==> src/rtl/instruction_fetch_unit_if.sv <==
// Fetch-unit bus: control inputs, instruction-memory port and the decoded head of the
// instruction buffer. The master side is the fetch unit; the slave side is its environment.
interface instruction_fetch_unit_if #(
  parameter int ADDR_W = 8,
  parameter int INST_W = 25
);
  logic              FetchEnable;
  logic              Redirect;
  logic [ADDR_W-1:0] RedirectAddr;
  logic [ADDR_W-1:0] IMemAddr;
  logic              IMemRead;
  logic [INST_W-1:0] IMemData;
  logic              InstValid;
  logic              InstReady;
  logic [4:0]        Opcode;
  logic [3:0]        Destin;
  logic [3:0]        Source1;
  logic [3:0]        Source2;
  logic [7:0]        Imm;
  logic [ADDR_W-1:0] InstPC;

  modport master (
    input  FetchEnable, Redirect, RedirectAddr, IMemData, InstReady,
    output IMemAddr, IMemRead, InstValid, Opcode, Destin, Source1, Source2, Imm, InstPC
  );

  modport slave (
    output FetchEnable, Redirect, RedirectAddr, IMemData, InstReady,
    input  IMemAddr, IMemRead, InstValid, Opcode, Destin, Source1, Source2, Imm, InstPC
  );
endinterface

==> src/rtl/instruction_fetch_unit.sv <==
// Instruction fetch unit: issues reads to a one-cycle-latency instruction memory and
// buffers returned words with their fetch address in a 2-entry FIFO.
module instruction_fetch_unit #(
  parameter int                ADDR_W   = 8,
  parameter int                INST_W   = 25,
  parameter logic [ADDR_W-1:0] RESET_PC = '0
) (
  input logic                     clk,
  input logic                     Reset,
  instruction_fetch_unit_if.master bus
);

  logic [ADDR_W-1:0] fp_q, fp_d;
  logic [ADDR_W-1:0] reqPc_q, reqPc_d;
  logic              inFlight_q, inFlight_d;
  logic [1:0]        cnt_q, cnt_d;
  logic [INST_W-1:0] inst0_q, inst0_d, inst1_q, inst1_d;
  logic [ADDR_W-1:0] pc0_q, pc0_d, pc1_q, pc1_d;

  logic              pop, push, issue, headValid;
  logic [1:0]        occ, afterPop;
  logic [ADDR_W-1:0] memAddr;

  // occ counts buffered plus in-flight words; a new read is allowed only if it still fits
  always_comb begin
    headValid = (cnt_q != 2'd0);
    occ       = cnt_q + {1'b0, inFlight_q};
    pop       = headValid && bus.InstReady && !bus.Redirect;
    push      = inFlight_q && !bus.Redirect;
    memAddr   = bus.Redirect ? bus.RedirectAddr : fp_q;
    if (Reset) begin
      issue = 1'b0;
    end else if (bus.Redirect) begin
      issue = bus.FetchEnable;
    end else begin
      issue = bus.FetchEnable && ((occ < 2'd2) || ((occ == 2'd2) && pop));
    end
  end

  always_comb begin
    fp_d       = issue ? memAddr + ADDR_W'(1) : memAddr;
    inFlight_d = issue;
    reqPc_d    = memAddr;
    cnt_d      = cnt_q;
    inst0_d    = inst0_q;
    inst1_d    = inst1_q;
    pc0_d      = pc0_q;
    pc1_d      = pc1_q;
    afterPop   = cnt_q - {1'b0, pop};
    if (bus.Redirect) begin
      cnt_d = 2'd0;
    end else begin
      if (pop) begin
        inst0_d = inst1_q;
        pc0_d   = pc1_q;
      end
      // The returning word lands in the first free slot left after this cycle's pop
      if (push) begin
        if (afterPop == 2'd0) begin
          inst0_d = bus.IMemData;
          pc0_d   = reqPc_q;
        end else begin
          inst1_d = bus.IMemData;
          pc1_d   = reqPc_q;
        end
      end
      cnt_d = afterPop + {1'b0, push};
    end
  end

  always_ff @(posedge clk or posedge Reset) begin
    if (Reset) begin
      fp_q       <= RESET_PC;
      reqPc_q    <= '0;
      inFlight_q <= 1'b0;
      cnt_q      <= 2'd0;
      inst0_q    <= '0;
      inst1_q    <= '0;
      pc0_q      <= '0;
      pc1_q      <= '0;
    end else begin
      fp_q       <= fp_d;
      reqPc_q    <= reqPc_d;
      inFlight_q <= inFlight_d;
      cnt_q      <= cnt_d;
      inst0_q    <= inst0_d;
      inst1_q    <= inst1_d;
      pc0_q      <= pc0_d;
      pc1_q      <= pc1_d;
    end
  end

  assign bus.IMemAddr  = memAddr;
  assign bus.IMemRead  = issue;
  assign bus.InstValid = headValid;
  assign bus.Opcode    = headValid ? inst0_q[24:20] : 5'd0;
  assign bus.Destin    = headValid ? inst0_q[19:16] : 4'd0;
  assign bus.Source1   = headValid ? inst0_q[15:12] : 4'd0;
  assign bus.Source2   = headValid ? inst0_q[11:8]  : 4'd0;
  assign bus.Imm       = headValid ? inst0_q[7:0]   : 8'd0;
  assign bus.InstPC    = headValid ? pc0_q : '0;

endmodule

==> src/flat_wrapper.sv <==
// flat-port wrapper written by rule: the top's interface ports become plain ports
module instruction_fetch_unit_flat 
#(
  parameter int                ADDR_W   = 8,
  parameter int                INST_W   = 25,
  parameter logic [ADDR_W-1:0] RESET_PC = '0
)
  (clk, Reset, bus_FetchEnable, bus_Redirect, bus_RedirectAddr, bus_IMemData, bus_InstReady, bus_IMemAddr, bus_IMemRead, bus_InstValid, bus_Opcode, bus_Destin, bus_Source1, bus_Source2, bus_Imm, bus_InstPC);
  instruction_fetch_unit_if #(.ADDR_W(ADDR_W), .INST_W(INST_W)) bus_i ();
  input logic clk;
  input logic Reset;
  input wire logic [$bits(bus_i.FetchEnable)-1:0] bus_FetchEnable;
  input wire logic [$bits(bus_i.Redirect)-1:0] bus_Redirect;
  input wire logic [$bits(bus_i.RedirectAddr)-1:0] bus_RedirectAddr;
  input wire logic [$bits(bus_i.IMemData)-1:0] bus_IMemData;
  input wire logic [$bits(bus_i.InstReady)-1:0] bus_InstReady;
  output wire logic [$bits(bus_i.IMemAddr)-1:0] bus_IMemAddr;
  output wire logic [$bits(bus_i.IMemRead)-1:0] bus_IMemRead;
  output wire logic [$bits(bus_i.InstValid)-1:0] bus_InstValid;
  output wire logic [$bits(bus_i.Opcode)-1:0] bus_Opcode;
  output wire logic [$bits(bus_i.Destin)-1:0] bus_Destin;
  output wire logic [$bits(bus_i.Source1)-1:0] bus_Source1;
  output wire logic [$bits(bus_i.Source2)-1:0] bus_Source2;
  output wire logic [$bits(bus_i.Imm)-1:0] bus_Imm;
  output wire logic [$bits(bus_i.InstPC)-1:0] bus_InstPC;
  assign bus_i.FetchEnable = bus_FetchEnable;
  assign bus_i.Redirect = bus_Redirect;
  assign bus_i.RedirectAddr = bus_RedirectAddr;
  assign bus_i.IMemData = bus_IMemData;
  assign bus_i.InstReady = bus_InstReady;
  assign bus_IMemAddr = bus_i.IMemAddr;
  assign bus_IMemRead = bus_i.IMemRead;
  assign bus_InstValid = bus_i.InstValid;
  assign bus_Opcode = bus_i.Opcode;
  assign bus_Destin = bus_i.Destin;
  assign bus_Source1 = bus_i.Source1;
  assign bus_Source2 = bus_i.Source2;
  assign bus_Imm = bus_i.Imm;
  assign bus_InstPC = bus_i.InstPC;
  instruction_fetch_unit #(.ADDR_W(ADDR_W), .INST_W(INST_W), .RESET_PC(RESET_PC)) u_core (.clk(clk), .Reset(Reset), .bus(bus_i));
endmodule
==> config.mk <==
export PLATFORM = sky130hd
export DESIGN_NAME = instruction_fetch_unit_flat
export DESIGN_NICKNAME = d
export VERILOG_FILES = /design/src/rtl/instruction_fetch_unit_if.sv /design/src/rtl/instruction_fetch_unit.sv /design/src/flat_wrapper.sv
export SDC_FILE = /design/constraint.sdc
export NUM_CORES = 1
export LEC_CHECK = 0
export CORE_AREA = 3 3 85 87
export DETAILED_ROUTE_END_ITERATION = 10
export DIE_AREA = 0 0 88 90
export DONT_BUFFER_PORTS = 1
export HOLD_SLACK_MARGIN = 0.06
export PLACE_DENSITY = 0.84
export SETUP_SLACK_MARGIN = 0.15
export SYNTH_ARGS = -nofsm -noshare
export SYNTH_HDL_FRONTEND = slang
export SYNTH_SLANG_ARGS = --single-unit
export TNS_END_PERCENT = 100
==> constraint.sdc <==
create_clock -name clk -period 4.4 [get_ports clk]
set_input_delay 0.88 -clock clk [delete_from_list [all_inputs] [get_ports clk]]
set_output_delay 0.88 -clock clk [all_outputs]
set_load 0.1 [all_outputs]
==> run metrics, run 1 <==
status finished clean; Synth Flop Type dfrtp_1; die height ~90 um; maximum vdd drop 0.0003006 V; Port Buffer Count 0; DIE AREA approximately 8000 um2; Yosys cell types 32; setup bufs post-CTS 0; Clock Skews a little over 9 ps; max-cap violations 0; top cells by area, synth dfrtp_1 55%, mux2_2 11%, o221a_1 8.8%, and2_1 5.4%, or3_1 5.4%; RSZ-0062 raised after global routing no; CP Buf/Inv Count 1; worst path cell trace or2_2 -> and3b_1 -> buf_4 -> ha_1 -> xor2_1 -> nor2_1 -> a21bo_1 -> o221a_1; CTS Buf Count 9; Pwr Density 718.3 nW/um2; cell area after synthesis a little under 4000 um2; placed cell area 3870 um2; routability congestion estimate around 0.73; most frequent cell after synthesis dfrtp_1; Detailed Place HPWL 5106 um; final setup TNS 0 ps; adder-cell area share of the yosys netlist 0.01301; worst setup path class flip-flop to flip-flop; DR iter-0 viols ~170; CTS hold repair buffers 0; vias in the first global route roughly 2500; # rows 29; Yosys reg bits 85; Reg clk slew, reported paths around 80 ps; CTS tree built; crit end category flip-flop; largest net degree at the start of global routing 58; layout cells sized above 1 0.2297; Mean Syn Cell Area about 13 um2; register area share after synthesis 0.5528; max-slew violation count 0; Total GRT Usage 0.2048; TritonCTS Sinks 85; number of synthesized flops with an enable pin 0; worst min path class flip-flop to flip-flop; Final Setup Violations 0; cell family contributing the most delay on the critical path compound AO/OA/AOI/OAI gates; drt total wl between 7000 and 8000 um; synth warn 0; Area Growth Syn to Fin 5.203%; CP arrival between 3000 and 4000 ps; CORE AREA 6422 um2; Antenna Nets Post-Route 0; die width roughly 88 um; wire length per cell just over 20 um; largest family of logic cells by synthesized area simple AND/OR/NAND/NOR gates; Tcrit/Tclk final 0.7215; Synth async-reset ratio 1.000; design area just over 4000 um2; Remaining Overflow, GRT 0; final hold vios 0; CTS root buf clkbuf_8; Post-Synthesis Cells around 300; initial core utilization 0.5991; fin crit period between 3000 and 4000 ps; drc violations 0; compound-cell area share of the yosys netlist 0.1076; top cell type's share of synthesized area 0.5528; post_cts resized 0; biggest area consumer among synthesized cells dfrtp_1; Min Hold Slack about 520 ps; I/O pin cnt just over 80; Post-synth top cells 85 x dfrtp_1, 38 x mux2_2, 33 x and2_1, 33 x or3_1, 30 x o221a_1; DR pass1 iterations 4; startpoint types flip-flop; vias per cell approximately 6.3; DR vias ~2300; H-Tree Depth 3; Max Root-Sink Buffers 2; Ant. Diodes 0; Simple-Gate Fraction of Synth Area 0.1408; first-pass GRT wire length 12600 um; multiplexer area fraction after synthesis 0.1193; Largest stage delay, worst path 920 ps; initial antenna violation count 0; clock latency on the worst-skew pair 350 ps; CP max-delay cell a21bo_1; Placed Instances roughly 360; Worst Tran Pin Value between 1000 and 1500 ps; XOR/XNOR share of the synthesized area 0.02276; Leak about 1.7 nW; Finished Layout Cells about 370; Post-Syn Nets 338; Worst Path Required around 4700 ps; max_slew headroom 0.2489; worst-path fanout max 35; fmax between 300 and 400 MHz; # nets final between 300 and 400
-- registers in the layout, indices dropped and copies added, names as in the netlist --
| signal | cells |
|---|---|
| u_core.pc1_q | 8 |
| u_core.inFlight_q | 1 |
| u_core.inst1_q | 25 |
| u_core.inst0_q | 25 |
| u_core.reqPc_q | 8 |
| u_core.pc0_q | 8 |
| u_core.cnt_q | 2 |
| u_core.fp_q | 8 |
-- cell families after synthesis --
family,after synthesis
AOI/OAI and AO/OA,38
xor gates and xnor gates,10
adders and majority gates,4
buffers and inverters,30
DFF,85
muxes,41
and+or+nand+nor,88
-- metal layers --
layer / GRT usage / wire length [um] / part of all wire
met1: 0.2668 / 3213 / 0.42
met2: 0.3185 / 3725 / 0.49
met3: 0.05302 / 484 / 0.064
met4: 0.09207 / 157 / 0.021
met5: 0 / 0 / 0
-- metrics by stage --
| step | setup WS [ps] | power (W) | utilization |
|---|---|---|---|
| finish | 1225 | 0.002908 | 0.6302 |
| global route | 1009 | 0.003062 | 0.6302 |
| CTS | 1230 | 0.002923 | 0.6302 |
| detailed placement | 1092 | 0.002428 | 0.6026 |
| global placement | 1162 | 0.002381 | 0.6026 |
| floorplan | 1072 | 0.002279 | - |
-- path summary, 6_finish.rpt --
kind / start / to / slack, ps / depth (start not counted)
max: u_core.cnt_q[1]$_DFF_PP0_ / u_core.pc0_q[3]$_DFFE_PP0N_ / 1230 / 8
min: u_core.pc1_q[7]$_DFFE_PP0P_ / u_core.pc1_q[7]$_DFFE_PP0P_ / 520 / 1
max reg2reg: u_core.cnt_q[1]$_DFF_PP0_ / u_core.pc0_q[3]$_DFFE_PP0N_ / 1230 / 8
min reg2reg: u_core.pc1_q[7]$_DFFE_PP0P_ / u_core.pc1_q[7]$_DFFE_PP0P_ / 520 / 1
max in group asynchronous: Reset / u_core.inst0_q[19]$_DFFE_PP0N_ / 2900 / 2
min in group asynchronous: Reset / u_core.fp_q[0]$_DFF_PP0_ / 600 / 1
-- cell type report --
| class | instances | area (um2) |
|---|---|---|
| well taps | 77 | 96.34 |
| fillers | 494 | 2375 |
| inverters | 6 | 23.77 |
| multi-input cells | 181 | 1563 |
| flip-flops and latches | 85 | 2127 |
| repair buffers | 8 | 60.06 |
| clock inverters | 5 | 36.28 |
| clock buffers | 11 | 141.4 |
-- power by group --
part / total [W] / switching [W] / internal (W)
clock: 0.000492 / 0.000271 / 0.000220
sequential: 0.00127 / 0.000172 / 0.00110
combinational: 0.00114 / 0.000780 / 0.000364
total: 0.00291 / 0.00122 / 0.00168
-- layout by cell type, fill, tap and decap left out, types with 3 or more instances in the layout --
master and instances:
nand2_1 3, buf_4 8, nor2b_1 4, or3_1 33, clkbuf_8 10, mux2_2 38, ha_1 4, o221a_2 3
nand4_1 3, dfrtp_1 85, clkinvlp_4 3, xnor2_1 8, inv_1 5, and2_1 33, nand3_1 3, o221a_1 30
(Power assumes the default switching activity.)
==> inputs of run 2 (changes only) <==
clock period = 3.2 ns   (was 4.4 ns; I/O delays follow)
==> run 2 against run 1 <==
  * Via count grew 6.6%
  * Count of clock-buffer cells in the layout decreased by 2
  * Final cell count increased by 9.7%
  * Wire length up 3.0%
  * Global-route usage rose by 0.36 points
  * Hold slack got worse by 250 ps
  * First-iteration DRC count up 25%
  * Register-to-register slack got worse by 700 ps
==> run metrics, run 2 (same netlist as run 1, synthesis figures left out) <==
Remaining Overflow, GRT 0; initial antenna violation count 0; worst min path class input port to async pin; CTS Buf Count 9; Sw Ratio 0.4080; commonest non-fill, non-tap cell in the layout dfrtp_1; drc violations 0; CORE AREA around 6400 um2; CP arrival about 2100 ps; final hold vios 0; Total GRT Usage 0.2084; Ant. Diodes 0; vias per cell 6.103; initial core utilization 0.5991; Pwr Density between 900 and 1000 nW/um2; Worst Path Required 2560 ps; Design Power between 0.004 and 0.005 W; die width 88 um; CTS root buf clkbuf_8; Worst Tran Pin Value between 1000 and 1500 ps; fmax 365.6 MHz; H-Tree Depth 3; worst-path fanout max 4; # nets final roughly 370; final setup TNS 0 ps; Port Buffer Count 0; die height roughly 90 um; Detailed Place HPWL ~5200 um; startpoint types flip-flop; placed cell area 4153 um2; post_cts resized 0; DR vias 2496; setup bufs post-CTS 0; DR iter-0 viols between 200 and 250; clock latency on the worst-skew pair 350 ps; DIE AREA 7920 um2; combinational power share 0.404; largest net degree at the start of global routing 86; Leak around 1.9 nW; P_int about 0.0025 W; final core utilization 0.6782; # rows 29; worst setup path class flip-flop to primary output; RSZ-0062 raised after global routing no; Placed Instances between 300 and 400; Clk network pwr share 0.185; Clock Skews 8.772 ps; max-cap violations 0; fin crit period about 2700 ps; most frequent cells in the layout 85 x dfrtp_1, 43 x buf_4, 38 x mux2_2, 33 x or3_1, 33 x and2_1; first-pass GRT wire length around 13000 um; status finished clean; sequential power share 0.411; TritonCTS Sinks 85; maximum vdd drop 0.0005440 V; routability congestion estimate 0.7185; Antenna Nets Post-Route 0; Largest regs u_core.inst0_q (25), u_core.inst1_q (25); Max Root-Sink Buffers 2; max-slew violation count 0; Final Setup Violations 0; Tcrit/Tclk final 0.8548; CTS hold repair buffers 0; design area about 4400 um2; Net Switching around 0.0017 W; DR pass1 iterations 4; Finished Layout Cells between 400 and 500; layout cells sized above 1 0.3193; drt total wl ~7800 um; crit end category primary output; max_slew headroom 0.2811; wire length per cell roughly 19 um; CTS tree built; Area Growth Syn to Fin 13.20%; Reg clk slew, reported paths roughly 90 ps; vias in the first global route 2619; I/O pin cnt around 80
==> run 2: worst max-delay path: stages (launching register included) <==
cell and delay, ps:
dfrtp_1 420, ha_1 310, nor2b_1 120, o311a_1 900
==> run 2: area by class of cell <==
cell class,count,area (um2)
fillers,472,2067
repair buffers,44,342.8
clock inverters,7,78.83
clock buffers,9,123.9
well taps,77,96.34
multi-input cells,181,1563
flip-flops and latches,85,2127
inverters,6,23.77
==> run 2: per-stage QoR <==
stage	hold WS, ps	setup WS, ps
after floorplan	480.2	366.5
after global placement	488.8	379.9
after detailed placement	497.6	284.1
after CTS	272.5	258.1
after global routing	270.4	400.4
final	267.1	464.7
==> run 2: power groups by stage <==
stage                     combinational [W]  clock [W]  sequential, W
final                               0.00171   0.000781        0.00173
after global routing                0.00180   0.000843        0.00178
after CTS                           0.00172   0.000795        0.00173
after detailed placement            0.00171          0        0.00175
after global placement              0.00167          0        0.00171
after floorplan                     0.00147          0        0.00166
==> run 2: per-layer routing <==
layer | wire length, um | part of all wire | global-route usage
met1 | 3228 | 0.41 | 0.2617
met2 | 3853 | 0.49 | 0.3373
met3 | 670 | 0.086 | 0.08410
met4 | 60 | 0.0077 | 0.04604
met5 | 0 | 0 | 0
==> run 2: path summary, 6_finish.rpt <==
check                                       startpoint                            end  slack, ps  depth (start not counted)
setup / recovery             u_core.cnt_q[0]$_DFF_PP0_                   bus_IMemRead        460                          3
hold reg to reg            u_core.pc1_q[0]$_DFFE_PP0P_    u_core.pc1_q[0]$_DFFE_PP0P_        520                          1
setup reg to reg             u_core.cnt_q[1]$_DFF_PP0_    u_core.pc0_q[7]$_DFFE_PP0N_        530                          7
max in group asynchronous                        Reset  u_core.inst0_q[1]$_DFFE_PP0N_       2610                          2
hold / removal                                   Reset       u_core.fp_q[7]$_DFF_PP0_        270                          2
min in group clk                          bus_Redirect      u_core.cnt_q[1]$_DFF_PP0_        340                          1
